## src/rtl/i2c_pkg.sv

```systemverilog
// Shared encodings for the I2C register target: FSM states, bit indices, R/W values.
package i2c_pkg;
   typedef enum logic [3:0] {
      IDLE, DEV_ADDR, DEV_ACK, PTR, PTR_ACK,
      WDATA, WDATA_ACK, RDATA, RDATA_ACK, WAIT_STOP
   } state_t;

   localparam logic [3:0] LAST_DATA_BIT = 4'd7;
   localparam logic [3:0] ACK_BIT       = 4'd8;

   localparam logic RW_WRITE = 1'b0;
   localparam logic RW_READ  = 1'b1;
endpackage

```

## src/rtl/i2c_bus_sync.sv

```systemverilog
// SCL/SDA synchronisers, edge detection and START/STOP detection.
// Events are valid SYNC_STAGES clk after a pin edge and consumed on the next clk.
module i2c_bus_sync #(
   parameter int SYNC_STAGES = 2
) (
   input  logic clk,
   input  logic rstn,
   input  logic scl_in,
   input  logic sda_in,
   output logic scl_rise,
   output logic scl_fall,
   output logic sda_s,
   output logic start_det,
   output logic stop_det
);
   logic [SYNC_STAGES-1:0] scl_q;
   logic [SYNC_STAGES-1:0] sda_q;
   logic                   scl_s;
   logic                   scl_d;
   logic                   sda_d;

   // Flops reset to 1 so an idle (pulled-up) bus produces no edges out of reset.
   always_ff @(posedge clk or negedge rstn) begin
      if (!rstn) begin
         scl_q <= '1;
         sda_q <= '1;
         scl_d <= 1'b1;
         sda_d <= 1'b1;
      end else begin
         scl_q <= {scl_q[SYNC_STAGES-2:0], scl_in};
         sda_q <= {sda_q[SYNC_STAGES-2:0], sda_in};
         scl_d <= scl_s;
         sda_d <= sda_s;
      end
   end

   assign scl_s     = scl_q[SYNC_STAGES-1];
   assign sda_s     = sda_q[SYNC_STAGES-1];
   assign scl_rise  = scl_s & ~scl_d;
   assign scl_fall  = ~scl_s & scl_d;
   assign start_det = scl_s & scl_d & sda_d & ~sda_s;
   assign stop_det  = scl_s & scl_d & ~sda_d & sda_s;
endmodule

```

## src/rtl/i2c_target_regs.sv

```systemverilog
// Oversampled I2C target with pointer-addressed register port and optional auto-increment.
// sda_oe moves one clk after a detected scl_fall; reg_rdata is taken one clk after reg_re.
module i2c_target_regs
   import i2c_pkg::*;
#(
   parameter int REG_AW      = 8,
   parameter int NUM_REGS    = 256,
   parameter int AUTO_INC    = 1,
   parameter int SYNC_STAGES = 2
) (
   input  logic              clk,
   input  logic              rstn,
   input  logic              scl_in,
   input  logic              sda_in,
   output logic              sda_oe,
   input  logic [6:0]        slv_addr,
   output logic [REG_AW-1:0] reg_addr,
   output logic [7:0]        reg_wdata,
   output logic              reg_we,
   output logic              reg_re,
   input  logic [7:0]        reg_rdata,
   output logic              busy
);
   localparam logic [REG_AW:0]   REG_LIMIT = NUM_REGS[REG_AW:0];
   localparam logic [REG_AW-1:0] LAST_REG  = REG_LIMIT[REG_AW-1:0] - 1'b1;
   localparam logic              INC_EN    = (AUTO_INC != 0);

   logic       scl_rise, scl_fall, sda_s, start_det, stop_det;
   state_t     state;
   logic [3:0] bit_cnt;
   logic [7:0] shreg;
   logic [7:0] rx_byte;
   logic       rw;
   logic       ack_phase;   // set once the ACK bit's SCL high has been seen
   logic       re_next;
   logic       load_rd;

   i2c_bus_sync #(.SYNC_STAGES(SYNC_STAGES)) u_sync (
      .clk(clk), .rstn(rstn), .scl_in(scl_in), .sda_in(sda_in),
      .scl_rise(scl_rise), .scl_fall(scl_fall), .sda_s(sda_s),
      .start_det(start_det), .stop_det(stop_det)
   );

   assign rx_byte = {shreg[6:0], sda_s};

   function automatic logic [REG_AW-1:0] ptr_inc(input logic [REG_AW-1:0] p);
      return (p == LAST_REG) ? '0 : p + 1'b1;
   endfunction

   always_ff @(posedge clk or negedge rstn) begin
      if (!rstn) begin
         state     <= IDLE;
         bit_cnt   <= '0;
         shreg     <= '0;
         rw        <= RW_WRITE;
         ack_phase <= 1'b0;
         re_next   <= 1'b0;
         load_rd   <= 1'b0;
         sda_oe    <= 1'b0;
         reg_addr  <= '0;
         reg_wdata <= '0;
         reg_we    <= 1'b0;
         reg_re    <= 1'b0;
         busy      <= 1'b0;
      end else begin
         reg_we  <= 1'b0;
         reg_re  <= re_next;
         re_next <= 1'b0;
         load_rd <= reg_re;
         if (load_rd) shreg <= reg_rdata;
         if (reg_we && INC_EN) reg_addr <= ptr_inc(reg_addr);

         if (start_det) begin
            state   <= DEV_ADDR;
            bit_cnt <= '0;
            sda_oe  <= 1'b0;
         end else if (stop_det) begin
            state   <= IDLE;
            bit_cnt <= '0;
            sda_oe  <= 1'b0;
            busy    <= 1'b0;
         end else begin
            case (state)
               DEV_ADDR, PTR, WDATA: begin
                  if (scl_rise) begin
                     shreg   <= rx_byte;
                     bit_cnt <= bit_cnt + 1'b1;
                     if (bit_cnt == LAST_DATA_BIT) begin
                        bit_cnt   <= ACK_BIT;
                        ack_phase <= 1'b0;
                        if (state == DEV_ADDR) begin
                           if (rx_byte[7:1] == slv_addr) begin
                              state <= DEV_ACK;
                              rw    <= rx_byte[0];
                              busy  <= 1'b1;
                           end else begin
                              state <= WAIT_STOP;
                           end
                        end else if (state == PTR) begin
                           if ({1'b0, rx_byte[REG_AW-1:0]} < REG_LIMIT) begin
                              state    <= PTR_ACK;
                              reg_addr <= rx_byte[REG_AW-1:0];
                           end else begin
                              state <= WAIT_STOP;
                           end
                        end else begin
                           state     <= WDATA_ACK;
                           reg_we    <= 1'b1;
                           reg_wdata <= rx_byte;
                        end
                     end
                  end
               end
               // First fall opens the ACK bit, the rise samples it, the second fall closes it.
               DEV_ACK, PTR_ACK, WDATA_ACK, RDATA_ACK: begin
                  if (scl_fall && !ack_phase) begin
                     sda_oe <= (state != RDATA_ACK);
                  end else if (scl_rise) begin
                     ack_phase <= 1'b1;
                     if (state == DEV_ACK && rw == RW_READ) reg_re <= 1'b1;
                     if (state == RDATA_ACK) begin
                        if (sda_s) begin
                           state <= WAIT_STOP;
                        end else begin
                           re_next <= 1'b1;
                           if (INC_EN) reg_addr <= ptr_inc(reg_addr);
                        end
                     end
                  end else if (scl_fall) begin
                     bit_cnt   <= '0;
                     ack_phase <= 1'b0;
                     sda_oe    <= 1'b0;
                     case (state)
                        DEV_ACK: begin
                           if (rw == RW_WRITE) begin
                              state <= PTR;
                           end else begin
                              state  <= RDATA;
                              sda_oe <= ~shreg[7];
                           end
                        end
                        RDATA_ACK: begin
                           state  <= RDATA;
                           sda_oe <= ~shreg[7];
                        end
                        default: state <= WDATA;
                     endcase
                  end
               end
               RDATA: begin
                  if (scl_rise) begin
                     shreg <= {shreg[6:0], 1'b0};
                     if (bit_cnt == LAST_DATA_BIT) begin
                        bit_cnt   <= ACK_BIT;
                        ack_phase <= 1'b0;
                        state     <= RDATA_ACK;
                     end else begin
                        bit_cnt <= bit_cnt + 1'b1;
                     end
                  end else if (scl_fall) begin
                     sda_oe <= ~shreg[7];
                  end
               end
               default: begin
               end
            endcase
         end
      end
   end
endmodule

```

## config.mk

```make
export PLATFORM = sky130hd
export DESIGN_NAME = i2c_target_regs
export DESIGN_NICKNAME = d
export VERILOG_FILES = /design/src/rtl/i2c_pkg.sv /design/src/rtl/i2c_bus_sync.sv /design/src/rtl/i2c_target_regs.sv
export SDC_FILE = /design/constraint.sdc
export NUM_CORES = 1
export LEC_CHECK = 0
export ABC_CLOCK_PERIOD_IN_PS = 2820
export CAP_MARGIN = 10
export CORE_MARGIN = 2
export CORE_UTILIZATION = 50
export CTS_CLUSTER_SIZE = 10
export DETAILED_ROUTE_END_ITERATION = 10
export PLACE_DENSITY = 0.74
export SYNTH_ARGS = -nofsm -noshare
export SYNTH_HDL_FRONTEND = slang
export SYNTH_SLANG_ARGS = --single-unit
```

## constraint.sdc

```tcl
create_clock -name clk -period 2.82 [get_ports clk]
set_input_delay 0.564 -clock clk [delete_from_list [all_inputs] [get_ports clk]]
set_output_delay 0.564 -clock clk [all_outputs]
set_load 0.02 [all_outputs]
```

==> reports/qor.yml, run 1 <==
outcome:
  status: "finished clean"
final_layout:
  finalNonFillerCells: 388
  final_util_pct: 61.9
  layout-drive-gt1-share_pct: 15.5
  antenna_cells: 0
  syn_to_final_growth_pct: 20.7
  final_common_cell: "dfrtp_1"
  mostFrequentLayoutCells: "dfrtp_1 (40), clkdlybuf4s50_1 (37), nand2_1 (28)"
  nNetsFinal: 339
hold_path:
  hp-class: "reg -> reg"
grt:
  antenna_found_initial: 0
  grt_max_degree: 45
  overflow: 0
  grt_util_all_layers_pct: 22.8
  grt_pass1_vias: 2241
  grt_pass1_wl_mm: 11.2
die:
  die_area_sq_um: 6200
  die_w_um: 78.7
  core_area_sq_um: 5440
  start_util_pct: 51.3
  chipHeight_um: 78.7
  fp-row-count: 27
  io_pins: 39
placement:
  dp.cells: 380
  hpwl_mm: 4.71
  io_buffers: 38
  place_congestion: 0.878
timing:
  worst_slew_pin_slew_ns: 0.948
  setup_viol: 0
  rsz0062_at_grt: "no"
  hold_violations: 0
  maxSlewViolCount: 0
  min_period_ns: 2.30
  fmax_mhz: 434
  fin_tns_setup_ns: 0
  fin_skew_ns: 0.0123
  slew-limit-headroom_pct: 36.8
  fin_crit_sh_pct: 81.7
cts:
  cts_tree: "built"
  post_cts_resized: 0
  hold_buffers: 0
  cts_setup_buffers: 0
  clk_transition_reported_paths_ns: 0.09
  clockRootBuffer: "clkbuf_8"
  cts.htree.levels: 2
  cts_buffers: 5
  clock_latency_ns: 0.30
  cts_buffer_depth: 2
  numClockSinks: 46
logic_synthesis:
  syn_inst: 279
  synth_compound_gate_area_share_pct: 20.8
  synth.distinct_cells: 59
  synth-seq-cells: 46
  synth_area_sq_um: 2790
  ys_warn_count: 0
  synth_edf_count: 0
  synthDominantCellAreaShare_pct: 35.9
  yosysSeqAreaShare_pct: 41.5
  synthAdderAreaFrac_pct: 2.24
  synth_nets: 303
  yosys-mux-area-fraction_pct: 9.23
  synth_top_family_by_area: "compound AO/OA/AOI/OAI gates"
  synthSimpleGateAreaFrac_pct: 18.2
  async_flop_share_pct: 100
  synthFlopType: "dfrtp_1"
  syn_area_per_cell_sq_um: 10.0
  synth_xor_area_share_pct: 4.71
  synth_area_leaders: "dfrtp_1 (36%), dfstp_2 (5.6%), mux2_2 (5.6%)"
  yosys.area.top_type: "dfrtp_1"
drt:
  drc: 0
  wl_met3_um: 377
  ant_nets: 0
  firstDrtPassIters: 5
  post_drt_wl_per_cell_um: 16.8
  vias_per_cell: 6.00
  drt_iter0_drc: 237
  drt_wl_total_mm: 6.50
  dr_wl_met2_mm: 3.00
  wl_met1_mm: 3.03
  via_count: 2328
  topRoutingLayerUsed: "met4"
power_and_ir_drop:
  clockPowerShare_pct: 21.1
  combPwrFrac_pct: 38.7
  switching_share_pct: 38.8
  p_int_mw: 1.50
  p_sw_uw: 951
  irDropWorstVdd_v: 0.000456
  p_leak_nw: 1.40
  seqPwrFrac_pct: 40.2
  power_density_nw_per_um2: 726
worst_setup_path:
  cp.arrival_ns: 2.49
  crit_type: "reg -> reg"
  worstPathRequired_ns: 3.01
  critPathLaunchType: "flip-flop"
  crit_fanout: 16
  crit_path_end_kind: "flip-flop"
run:
  cap_viol_max_count: 0
## sequential cells by signal, indices dropped and copies added (netlist names), 2 cells and up
signal        cells
bit_cnt           4
u_sync.sda_q      2
u_sync.scl_q      2
reg_wdata         8
state             4
shreg             8
reg_addr          8
## Yosys cell counts, drive strengths merged (5+ instances only)
cell type  number
xnor2           8
nor2           10
nor3            6
mux2i          10
a21oi          11
a22oi           6
and3            7
nor2b           5
inv             5
and2            6
buf             5
o32ai           5
nand2          28
xor2            7
clkbuf         13
dfstp           6
dfrtp          40
ha              5
o21ai          20
mux2           14
## final cells by class
class | count | area [sq um]
tap | 72 | 90.1
sequential | 46 | 1160
clock inverter | 1 | 30.0
multi-input combinational | 210 | 1540
timing repair buffer | 47 | 443
fill | 460 | 2070
inverter | 5 | 18.8
clock buffer | 7 | 86.3
## per-layer routing
metal | GRT usage [%] | vias up
met2 | 36.6 | 92
met3 | 3.75 | 10
met5 | 0 | -
met1 | 32.1 | 1112
li1 | - | 1114
met4 | 6.32 | 0
## metrics by stage
stage / setup WS [ns] / area (sq um) / hold WS, ns / power (mW)
4_1_cts: 0.557 / 3370 / 0.359 / 2.45
3_5_place_dp: 0.556 / 3250 / 0.347 / 1.93
2_1_floorplan: 0.698 / 2790 / 0.268 / 1.64
3_3_place_gp: 0.587 / 3250 / 0.346 / 1.90
6_report: 0.517 / 3370 / 0.358 / 2.45
5_1_grt: 0.450 / 3370 / 0.363 / 2.61
## critical path, cell delays in order, from the launching register on
cell     delay, ns
dfrtp_1       0.58
nor4b_4       0.57
a21oi_4       0.10
o32ai_2       0.35
a21o_1        0.23
mux2_2        0.36
## path summary, 6_finish.rpt
path / start / end / slack, ns / cells after the start
max: state[0] / state[1] / 0.52 / 5
min: u_sync.sda_q[0] / u_sync.sda_q[1] / 0.36 / 0
max reg2reg: state[0] / state[1] / 0.52 / 5
min reg2reg: u_sync.sda_q[0] / u_sync.sda_q[1] / 0.36 / 0
max in group asynchronous: rstn / u_sync.scl_d / 1.71 / 2
min in group asynchronous: rstn / shreg[6] / 0.40 / 1
## logic make-up after synthesis
| kind of cell | Yosys count |
|---|---|
| buffers and inverters | 23 |
| adders and majority gates | 5 |
| and+or+nand+nor | 88 |
| DFF | 46 |
| AOI/OAI and AO/OA | 78 |
| xor gates and xnor gates | 15 |
| muxes | 24 |
## power by group through the flow
stage / clock [mW] / combinational (mW) / sequential [mW]
floorplan: 0 / 0.734 / 0.911
global route: 0.550 / 1.05 / 1.01
CTS: 0.527 / 0.940 / 0.981
global placement: 0 / 0.915 / 0.988
detailed placement: 0 / 0.936 / 0.994
finish: 0.515 / 0.947 / 0.985
(Power assumes the default switching activity.)
==> run 2, diff against run 1 <==
- ABC_CLOCK_PERIOD_IN_PS: 2820 -> 2000
- PLACE_DENSITY: 0.74 -> 0.77
- clock period: 2.82 -> 2 ns (I/O delays scaled with it)
==> run 2 against run 1 <==
The flow now finishes with violations (hold timing, setup timing). Utilization rose by 6.3 points. Maximum frequency up 12%. Sequential share of layout area shrank 3.1 points. Total power is 50% higher. Highest routed layer unchanged. Design area up 10%. Register-to-register slack lost 0.58 ns.
==> reports/qor.yml, run 2 (same netlist as run 1, synthesis figures left out) <==
placement:
  hpwl_mm: 5.12  # was 4.71 mm
  place_congestion: 0.909  # was 0.878
  io_buffers: 38  # unchanged
  dpl_cell_area_sq_um: 3480  # was 3250 sq um
  place_ws_ns: -0.0596  # was 0.556 ns
  dp.cells: 408  # was 380
cts:
  cts_buffers: 5  # unchanged
  clk_transition_reported_paths_ns: 0.09  # about the same
  cts_buffer_depth: 2  # unchanged
  clock_latency_ns: 0.30  # about the same
  numClockSinks: 46  # unchanged
  cts_tree: "built"  # unchanged
  cts.htree.levels: 2  # unchanged
  clockRootBuffer: "clkbuf_8"  # unchanged
timing:
  fmax_mhz: 485  # was 434 MHz
  rsz0062_at_grt: "yes"  # was no
  finalHoldWorstSlack_ns: -0.00714  # was 0.358 ns
  fin_skew_ns: 0.00560  # was 0.0123 ns
  worst_slew_pin_slew_ns: 0.515  # was 0.948 ns
  setup_viol: 1  # was 0
  setup_slack_ns: -0.0632  # was 0.517 ns
  min_period_ns: 2.06  # was 2.30 ns
  fin_crit_sh_pct: 103  # was 81.7%
  maxSlewViolCount: 0  # unchanged
  hold_violations: 7  # was 0
  slew-limit-headroom_pct: 65.7  # was 36.8%
die:
  start_util_pct: 51.3  # unchanged
  die_area_sq_um: 6200  # unchanged
  core_area_sq_um: 5440  # unchanged
  io_pins: 39  # unchanged
  die_w_um: 78.7  # unchanged
  chipHeight_um: 78.7  # unchanged
  fp-row-count: 27  # unchanged
outcome:
  violations: "hold timing, setup timing"
  status: "finished, violations left"  # was finished clean
final_layout:
  reg_top3: "reg_addr x8, reg_wdata x8, shreg x8"  # unchanged
  antenna_cells: 0  # unchanged
  postLayoutCellArea_sq_um: 3710  # was 3370 sq um
  nNetsFinal: 373  # was 339
  syn_to_final_growth_pct: 32.9  # was 20.7%
  final_common_cell: "buf_4"  # was dfrtp_1
  mostFrequentLayoutCells: "buf_4 (40), dfrtp_1 (39), clkdlybuf4s50_1 (37)"  # was dfrtp_1 (40), clkdlybuf4s50_1 (37), nand2_1 (28)
  finalNonFillerCells: 422  # was 388
  layout-drive-gt1-share_pct: 28.0  # was 15.5%
drt:
  vias_per_cell: 5.96  # was 6.00
  post_drt_wl_per_cell_um: 17.2  # was 16.8 um
  firstDrtPassIters: 5  # unchanged
  via_count: 2517  # was 2328
  ant_nets: 0  # unchanged
  drt_wl_total_mm: 7.25  # was 6.50 mm
  drc: 0  # unchanged
  drt_iter0_drc: 304  # was 237
worst_setup_path:
  critPathLaunchType: "flip-flop"  # unchanged
  crit_path_start: "u_sync.scl_d"  # was state[0]
  r2r.worst_path.cells: 8  # was 5
  regToRegStartpoint: "u_sync.scl_d"  # was state[0]
  worstPathRequired_ns: 2.19  # was 3.01 ns
  crit_fanout: 4  # was 16
  cp.arrival_ns: 2.25  # was 2.49 ns
  crit_type: "reg -> reg"  # unchanged
  crit_path_end_kind: "flip-flop"  # unchanged
hold_path:
  hp-class: "in -> async"  # was reg -> reg
grt:
  grt_pass1_wl_mm: 11.9  # was 11.2 mm
  antenna_found_initial: 0  # unchanged
  overflow: 0  # unchanged
  grt_max_degree: 19  # was 45
  grt_pass1_vias: 2428  # was 2241
  grt_util_all_layers_pct: 24.4  # was 22.8%
power_and_ir_drop:
  p_total_mw: 3.67  # was 2.45 mW
  power_density_nw_per_um2: 988  # was 726 nW/um^2
  irDropWorstVdd_v: 0.000561  # was 0.000456 V
  p_leak_nw: 1.60  # was 1.40 nW
run:
  cap_viol_max_count: 0  # unchanged
run 2: path summary, 6_finish.rpt:
check / endpoint / slack [ns]
max in group asynchronous: u_sync.scl_d / 1.39
worst max-delay path: state[3] / -0.06
worst min register to register: u_sync.scl_q[1] / 0.36
min in group clk: u_sync.scl_q[1] / 0.36
worst min-delay path: reg_wdata[1] / -0.007
worst max register to register: state[3] / -0.06
run 2: layout make-up:
type	count	area [sq um]
repair buffers	81	709
clock inverters	2	13.8
inverters	5	18.8
fillers	405	1730
clock buffers	6	72.6
multi-input cells	210	1650
flip-flops and latches	46	1160
well taps	72	90.1
run 2: timing repair:
action | 4_1_cts | 5_1_grt
pin swaps | 1 | 6
resized for setup | 1 | 25
setup buffers | 2 | 4
hold buffers | 0 | 0
endpoints found under the setup margin | 4 | 22
run 2: through the flow:
step	setup TNS, ns	util [%]
after global routing	-0.806	68.2
after floorplan	-0.0355	-
final	-0.0632	68.2
after CTS	0	65.9
after global placement	0	64.0
after detailed placement	-0.131	64.0
run 2: power breakdown:
part | leakage, nW | internal [mW] | switching (mW)
clock network | 0.0452 | 0.247 | 0.322
logic | 0.950 | 0.841 | 0.909
registers | 0.603 | 1.10 | 0.244
run 2: critical path: stages, from the launching register on:
cell       delay, ns
dfstp_2         0.56
inv_2           0.05
ha_4            0.17
buf_4           0.14
mux2_2          0.26
a221oi_2        0.22
a2bb2oi_1       0.22
a211oi_1        0.07
mux2_4          0.26
run 2: per-layer routing:
layer | GRT usage [%] | wire length, um
met2 | 38.5 | 3490
met3 | 3.86 | 348
met1 | 34.1 | 3310
met5 | 0 | 0
met4 | 8.95 | 100
